**src/rtl/pipe_pkg.sv**
```systemverilog
// Shared types for the pipeline skid stage: state encoding and occupancy codes.
package pipe_pkg;

  typedef enum logic [1:0] {
    EMPTY = 2'b00,
    BUSY  = 2'b01,
    FULL  = 2'b10
  } pipe_state_t;

  localparam logic [1:0] OCC_EMPTY = 2'd0;
  localparam logic [1:0] OCC_BUSY  = 2'd1;
  localparam logic [1:0] OCC_FULL  = 2'd2;

  // Number of valid entries held in a given state.
  function automatic logic [1:0] occ_of_state(input pipe_state_t s);
    logic [1:0] occ;
    occ = OCC_EMPTY;
    case (s)
      EMPTY:   occ = OCC_EMPTY;
      BUSY:    occ = OCC_BUSY;
      FULL:    occ = OCC_FULL;
      default: occ = OCC_EMPTY;
    endcase
    return occ;
  endfunction

endpackage

```
**src/rtl/pipe_data_reg.sv**
```systemverilog
// Payload register: async reset, synchronous clear, load enable.
// Clear wins over load so a flush can scrub the register in the same edge.
module pipe_data_reg #(
  parameter int WIDTH = 151
) (
  input  logic             clk,
  input  logic             rst,
  input  logic             i_load,
  input  logic             i_clear,
  input  logic [WIDTH-1:0] i_d,
  output logic [WIDTH-1:0] o_q
);

  logic [WIDTH-1:0] r_q;

  // Hold unless loaded or cleared; reset forces zero immediately.
  always_ff @(posedge clk or posedge rst) begin
    if (rst) begin
      r_q <= '0;
    end else if (i_clear) begin
      r_q <= '0;
    end else if (i_load) begin
      r_q <= i_d;
    end
  end

  assign o_q = r_q;

endmodule

```
**src/rtl/pipe_skid_stage.sv**
```systemverilog
// Valid/ready pipeline stage with a two-entry skid buffer.
//
//   state | meaning
//   EMPTY | no payload held; out_valid=0
//   BUSY  | main register holds the head payload
//   FULL  | main holds head, skid holds the next payload; in_ready=0
//
// in_ready, out_valid and occupancy are decodes of the state register only,
// so neither out_ready nor in_valid reaches any output combinationally.
module pipe_skid_stage
  import pipe_pkg::*;
#(
  parameter int WIDTH          = 151,
  parameter bit CLEAR_ON_FLUSH = 1'b0
) (
  input  logic             clk,
  input  logic             reset,
  input  logic             softReset,
  input  logic             in_valid,
  output logic             in_ready,
  input  logic [WIDTH-1:0] in_data,
  output logic             out_valid,
  input  logic             out_ready,
  output logic [WIDTH-1:0] out_data,
  output logic [1:0]       occupancy
);

  pipe_state_t      r_state;
  pipe_state_t      w_state_next;

  logic             w_in_fire;
  logic             w_out_fire;
  logic             w_main_load;
  logic             w_main_from_skid;
  logic             w_skid_load;
  logic             w_clear;
  logic [WIDTH-1:0] w_main_d;
  logic [WIDTH-1:0] w_main_q;
  logic [WIDTH-1:0] w_skid_q;

  assign in_ready   = (r_state != FULL);
  assign out_valid  = (r_state != EMPTY);
  assign occupancy  = occ_of_state(r_state);
  assign out_data   = w_main_q;

  assign w_in_fire  = in_valid & in_ready;
  assign w_out_fire = out_valid & out_ready;

  // Data registers are only scrubbed on flush when the build asks for it.
  assign w_clear    = softReset & CLEAR_ON_FLUSH;

  // Main refills from skid when draining FULL, otherwise from upstream.
  assign w_main_d   = w_main_from_skid ? w_skid_q : in_data;

  // State register.
  always_ff @(posedge clk or posedge reset) begin
    if (reset) begin
      r_state <= EMPTY;
    end else begin
      r_state <= w_state_next;
    end
  end

  // Next-state and register-load steering.
  always_comb begin
    w_state_next     = r_state;
    w_main_load      = 1'b0;
    w_main_from_skid = 1'b0;
    w_skid_load      = 1'b0;

    case (r_state)
      EMPTY: begin
        if (w_in_fire) begin
          w_state_next = BUSY;
          w_main_load  = 1'b1;
        end
      end
      BUSY: begin
        case ({w_in_fire, w_out_fire})
          2'b11: begin
            w_main_load = 1'b1;
          end
          2'b10: begin
            w_state_next = FULL;
            w_skid_load  = 1'b1;
          end
          2'b01: begin
            w_state_next = EMPTY;
          end
          default: begin
          end
        endcase
      end
      FULL: begin
        // in_ready is low here, so only the drain side can move.
        if (w_out_fire) begin
          w_state_next     = BUSY;
          w_main_load      = 1'b1;
          w_main_from_skid = 1'b1;
        end
      end
      default: begin
        w_state_next = EMPTY;
      end
    endcase

    // Squash: drop everything held and the payload offered this cycle.
    if (softReset) begin
      w_state_next     = EMPTY;
      w_main_load      = 1'b0;
      w_main_from_skid = 1'b0;
      w_skid_load      = 1'b0;
    end
  end

  pipe_data_reg #(.WIDTH(WIDTH)) u_main (
    .clk     (clk),
    .rst     (reset),
    .i_load  (w_main_load),
    .i_clear (w_clear),
    .i_d     (w_main_d),
    .o_q     (w_main_q)
  );

  pipe_data_reg #(.WIDTH(WIDTH)) u_skid (
    .clk     (clk),
    .rst     (reset),
    .i_load  (w_skid_load),
    .i_clear (w_clear),
    .i_d     (in_data),
    .o_q     (w_skid_q)
  );

endmodule

```
**config.mk**
```make
export PLATFORM = sky130hd
export DESIGN_NAME = pipe_skid_stage
export DESIGN_NICKNAME = d
export VERILOG_FILES = /design/src/rtl/pipe_pkg.sv /design/src/rtl/pipe_data_reg.sv /design/src/rtl/pipe_skid_stage.sv
export SDC_FILE = /design/constraint.sdc
export NUM_CORES = 1
export LEC_CHECK = 0
export CORE_UTILIZATION = 45
export CTS_CLUSTER_DIAMETER = 100
export DETAILED_ROUTE_END_ITERATION = 10
export MAX_ROUTING_LAYER = met4
export PLACE_DENSITY = 0.79
export SETUP_SLACK_MARGIN = 0.3
export SYNTH_ARGS = -nofsm -noshare
export SYNTH_HDL_FRONTEND = slang
export SYNTH_HIERARCHICAL = 1
export SYNTH_SLANG_ARGS = --single-unit
```
**constraint.sdc**
```tcl
create_clock -name clk -period 6 [get_ports clk]
set_input_delay 0.9 -clock clk [delete_from_list [all_inputs] [get_ports clk]]
set_output_delay 0.9 -clock clk [all_outputs]
set_load 0.02 [all_outputs]
```
# Yosys cells after proc, flatten, opt, wreduce, memory -nomap -nowiden
# Cells that the tools add are included.
[word_totals] output_inout_bits=155 word_cells=34 regBits=304 input_bits=156
[op_classes] bitwise_logic=2 n_reduce_logical=3 mux=17 n_eq_ne=9
[op_table] op="two-way mux 151 bit" n=1
[op_table] op="two-way mux 1 bit" n=9
[op_table] op="case mux 2 bit (2 select lines)" n=2
[op_table] op="== test 2 bit, second input constant" n=3
[op_table] op="two-way mux 2 bit" n=3
[op_table] op="!= test 3 bit, second input constant" n=2
[op_table] op="case mux 2 bit (3 select lines)" n=1
[op_table] op="== test 2 x 1 -> 1 bit, second input constant" n=2
[op_table] op="!= test 4 x 3 -> 1 bit, second input constant" n=1
[op_table] op="case mux 1 bit (3 select lines)" n=1
[op_table] op="AND reduction 3 bit" n=1
[op_table] op="AND 1 bit" n=2
[op_table] op="zero test 2 bit" n=1
[op_table] op="!= test 2 bit, second input constant" n=1
[op_table] op="nonzero test 2 bit" n=1

# Longest topological paths before layout
[logic_depth] word_depth=6 depth_mapped=8 ltp_nobuf=5

# Cells and area by module
# Netlist, hierarchy kept.
[modules_own_cells] module="pipe_data_reg" area_per_inst_um2=6129.6 seq_area_each_um2=3778.6 cells_per_inst=488 n_inst=2
[modules_own_cells] module="pipe_skid_stage" area_per_inst_um2=1994.4 seq_area_each_um2=50.0 cells_per_inst=187 n_inst=1

# Worst setup path after synthesis
# Ideal clock, no wire load.
[synth_timing] kind="input-to-reg" from="in softReset" to="reg u_main.r_q[60] (netlist: u_main/o_q[60])" setup_slack_ps=3857 cell_stages=6 arrival_ps=2025 path_buffers=2 required_time_ps=5882 setup_time_ps=118 path_cell_list="nor3b_2 buf_6 buf_6 mux2_1 mux2i_1 nor2_1"
[synth_between] elab_chain_cells=2 word_cells_on_any_way=3 cone_classes="3 x mux"
[synth_lines] item="start: declaration" line="pipe_skid_stage.sv:18" rtl="input logic softReset,"
[synth_lines] item="two-way mux 1 bit" line="pipe_skid_stage.sv:108" rtl="if (softReset) begin"
[synth_lines] item="two-way mux 151 bit" line="pipe_skid_stage.sv:53" rtl="assign w_main_d = w_main_from_skid ? w_skid_q : in_data;"
[synth_lines] item="net w_main_d[60]" line="pipe_skid_stage.sv:37" rtl="logic [WIDTH-1:0] w_main_d;"
[synth_lines] item="end signal: assignment" line="pipe_data_reg.sv:23" rtl="r_q <= i_d;"
[synth_lines] item="end: declaration" line="pipe_data_reg.sv:14" rtl="logic [WIDTH-1:0] r_q;"
# The timed path passes the listed nets, and every way through them passes these cells.
# A chain may end at the register's enable or synchronous reset.

# Worst setup path after layout
[layout_timing] from="in in_valid" to="reg u_main.r_q[94] (netlist: u_main/o_q[94])"
[layout_between] elab_chain_cells=5 word_cells_on_any_way=6 cone_classes="1 x eq/ne; 4 x mux; 1 x bitwise"
[layout_lines] item="start: declaration" line="pipe_skid_stage.sv:19" rtl="input logic in_valid,"
[layout_lines] item="AND 1 bit (*)" line="pipe_skid_stage.sv:46" rtl="assign w_in_fire = in_valid & in_ready;"
[layout_lines] item="== test 2 bit" line="pipe_skid_stage.sv:79" rtl="case ({w_in_fire, w_out_fire})"
[layout_lines] item="two-way mux 1 bit" line="pipe_skid_stage.sv:79"
[layout_lines] item="case mux 1 bit (3 select lines) (*)" line="pipe_skid_stage.sv:71" rtl="case (r_state)"
[layout_lines] item="two-way mux 1 bit (*)" line="pipe_skid_stage.sv:108"
[layout_lines] item="net w_main_load" line="pipe_skid_stage.sv:33" rtl="logic w_main_load;"
# The timed path passes the listed nets; every way through them passes the cells marked *.

==> results.json <==
{
  "status": "complete, no violations",
  "fillers": 2507,
  "die_y_um": 180.0,
  "die_x_um": 180.0,
  "synth_area_per_cell_um2": 12.26,
  "syn_area_mm2": 0.01425,
  "final_nets": 1593,
  "vias": 9697,
  "tightest_slew_ns": 1.067,
  "p_int_w": 0.003670,
  "cp-start-kind": "input port",
  "slew_violations": 0,
  "hold_viol_final": 0,
  "period_minus_slack_ns": 3.099,
  "antenna_cells": 0,
  "fin_tns_setup_ns": 0,
  "die_area_mm2": 0.03239,
  "cts_tree": "built",
  "drtIter0Drc": 519,
  "switchingPower_w": 0.001220,
  "cp_num_cells": 7,
  "clk_latency_ns": 0.50,
  "core_mm2": 0.03091,
  "worst-path-buf-inv": 2,
  "max_slew_margin_pct": 28.85,
  "swShare_pct": 24.95,
  "yosysWarnings": 6,
  "drive_gt1_share_pct": 8.892,
  "worst_setup_path_end_kind": "flip-flop",
  "io_pins": 311,
  "post_cts_buffers": 0,
  "grtUsageTotal_pct": 22.67,
  "grt_pass1_vias": 10289,
  "fmax_mhz": 322.7,
  "cts_made_buffers": 34,
  "path_cells": "clkdlybuf4s50_1 -> nor2b_1 -> o21bai_1 -> a21oi_4 -> buf_12 -> mux2i_1 -> nor2_1",
  "power.share.clock_pct": 41.6,
  "yosysUniqueCellTypes": 24,
  "final_core_util_pct": 59.70,
  "dpl.hpwl_um": 21390,
  "synth_top_area_share_pct": 53.37,
  "routed_wl_um": 35910,
  "wl_met3_um": 3055,
  "pwr-share-seq_pct": 44.4,
  "yosysSeqAreaShare_pct": 53.37,
  "postRouteAntennaNets": 0,
  "cp_slowest_cell": "a21oi_4",
  "synth_cells": 1163,
  "max_cap_viol_count": 0,
  "critical_path.max_stage_delay_ns": 0.80,
  "critical_path.max_fanout": 65,
  "place_congestion": 0.7679,
  "post-route-period-util_pct": 51.64,
  "synthTopCellsByArea": "dfrtp_1 53%, mux2i_1 21%, nor2_1 8.0%",
  "skew_ns": 0.008857,
  "area_growth_pct": 29.47,
  "power.density_mw_per_mm2": 265.0,
  "grt_max_degree": 152,
  "crit_family": "compound AO/OA/AOI/OAI gates",
  "cts-htree-levels": 2,
  "yosysTopAreaCell": "dfrtp_1",
  "grt.overflow.total": 0,
  "clk_path_buf_depth": 3,
  "critPathRequiredTime_ns": 6.39,
  "rsz0062_at_grt": "false",
  "peakVddDrop_v": 0.0002150,
  "dr.max_layer_used": "met4",
  "holdBufCountCts": 0,
  "clkTransAtPathRegs_ns": 0.06,
  "pwr-share-comb_pct": 14.0,
  "dr.pass1.iters": 5,
  "r2r_cells": 7,
  "ys_seq_elements": 304,
  "drc": 0,
  "critical_path_class": "input port to flip-flop",
  "port_buffers": 310,
  "arrival_ns": 3.49,
  "cts_num_sinks": 304,
  "setup_ws_ns": 2.901,
  "hold_depth": 2,
  "p_leak_nw": 7.869,
  "finalSetupViolCount": 0,
  "dr_wl_met2_um": 16500,
  "preCtsSetupSlack_ns": 2.412,
  "root_buffer": "clkbuf_16",
  "start_util_pct": 46.11,
  "placement_rows": 64,
  "antenna_found_initial": 0,
  "grt_pass1_wl_um": 57320,
  "min_path_type": "flip-flop to flip-flop",
  "avgViaCountPerCell": 5.219,
  "cts_resized": 0,
  "wl_met1_um": 15620,
  "wl_per_cell_um": 19.33
}
==> kinds of logic (layout without fill, tap and decap cells) <==
kind of cell           after synthesis  after routing  synth area share, %
and+or+nand+nor                    313            313                8.401
buffers and inverters               88            386                4.881
DFF                                304            304                53.37
muxes                              453            453                33.14
AOI/OAI and AO/OA                    4              4               0.1844
other                                1              2              0.02631
==> power groups by stage <==
stage | Clock (W) | Sequential (W) | Combinational [W]
3_5_place_dp | 0 | 0.00221 | 0.000674
4_1_cts | 0.00208 | 0.00217 | 0.000678
5_1_grt | 0.00216 | 0.00218 | 0.000734
3_3_place_gp | 0 | 0.00221 | 0.000661
6_report | 0.00203 | 0.00217 | 0.000684
2_1_floorplan | 0 | 0.00227 | 0.000312
==> layer usage <==
metal	global-route usage, %	up-vias
met2	34.37	312
met5	-	-
li1	-	4491
met4	5.552	0
met1	29.50	4834
met3	7.131	60
==> worst min-delay path: cells and delay by family, from the launching register on <==
kind / cells / cell delay (ns)
AND/OR/NAND/NOR: 1 / 0.08
flip-flops: 1 / 0.34
multiplexers: 1 / 0.06
==> stage by stage <==
stage / power [W] / std cells / instance area, µm² / hold WS [ns]
floorplan: 0.002585 / 1164 / 14260 / 0.4804
global placement: 0.002866 / 1797 / 17350 / 0.4951
detailed placement: 0.002881 / 1797 / 17350 / 0.5069
CTS: 0.004932 / 1858 / 18450 / 0.5216
global route: 0.005079 / 1858 / 18450 / 0.5318
finish: 0.004891 / 1858 / 18450 / 0.5169
==> flip-flops by register name (all words and copies together) (netlist names) <==
register and flops:
r_state 2, u_main/o_q 151, u_skid/o_q 151
==> cells in the final DEF, fill, tap and decap left out <==
master	Yosys	layout
a21oi_4	0	1
mux2_1	90	90
mux2i_1	302	302
and2_1	1	1
buf_12	0	5
dfrtp_1	304	304
a211oi_1	1	1
nor3_2	0	1
buf_4	14	6
inv_6	0	2
clkbuf_8	0	7
nor2b_1	2	2
nand2b_1	1	1
or2_2	1	1
inv_1	4	2
a31oi_1	1	1
conb_1	1	2
clkinvlp_4	0	2
clkbuf_16	0	37
o21bai_1	1	1
mux2_2	61	61
nor2_1	303	303
nor3b_4	0	1
clkbuf_1	24	9
clkdlybuf4s50_1	0	310
clkinv_2	0	6
nand2_1	3	3
==> cells in the mapped netlist, drive strengths merged <==
cell type	count
mux2	151
nor3b	1
buf	60
and2	1
nor2b	2
mux2i	302
clkbuf	24
a21oi	1
a31oi	1
nor3	1
conb	1
nand2b	1
or2	1
nand2	3
o21bai	1
a211oi	1
nor2	303
dfrtp	304
inv	4
==> path summary, 6_finish.rpt <==
path                               start               to  slack [ns]
min                        u_skid/o_q[1]    u_skid/o_q[1]        0.52
min reg2reg                u_skid/o_q[1]    u_skid/o_q[1]        0.52
max                             in_valid   u_main/o_q[94]        2.90
min in group asynchronous          reset       r_state[1]        0.79
max in group asynchronous          reset   u_main/o_q[30]        3.71
max reg2reg                   r_state[0]  u_main/o_q[130]        3.27
==> final cells by class <==
| type | instances | area [µm²] | area share [%] |
|---|---|---|---|
| well taps | 396 | 495.5 | 2.685 |
| clock buffers | 53 | 1056 | 5.722 |
| clock inverters | 8 | 45.04 | 0.2441 |
| flip-flops and latches | 304 | 7607 | 41.22 |
| multi-input cells | 772 | 5977 | 32.39 |
| inverters | 4 | 25.02 | 0.1356 |
| repair buffers | 321 | 3248 | 17.60 |
(Power assumes the default switching activity.)
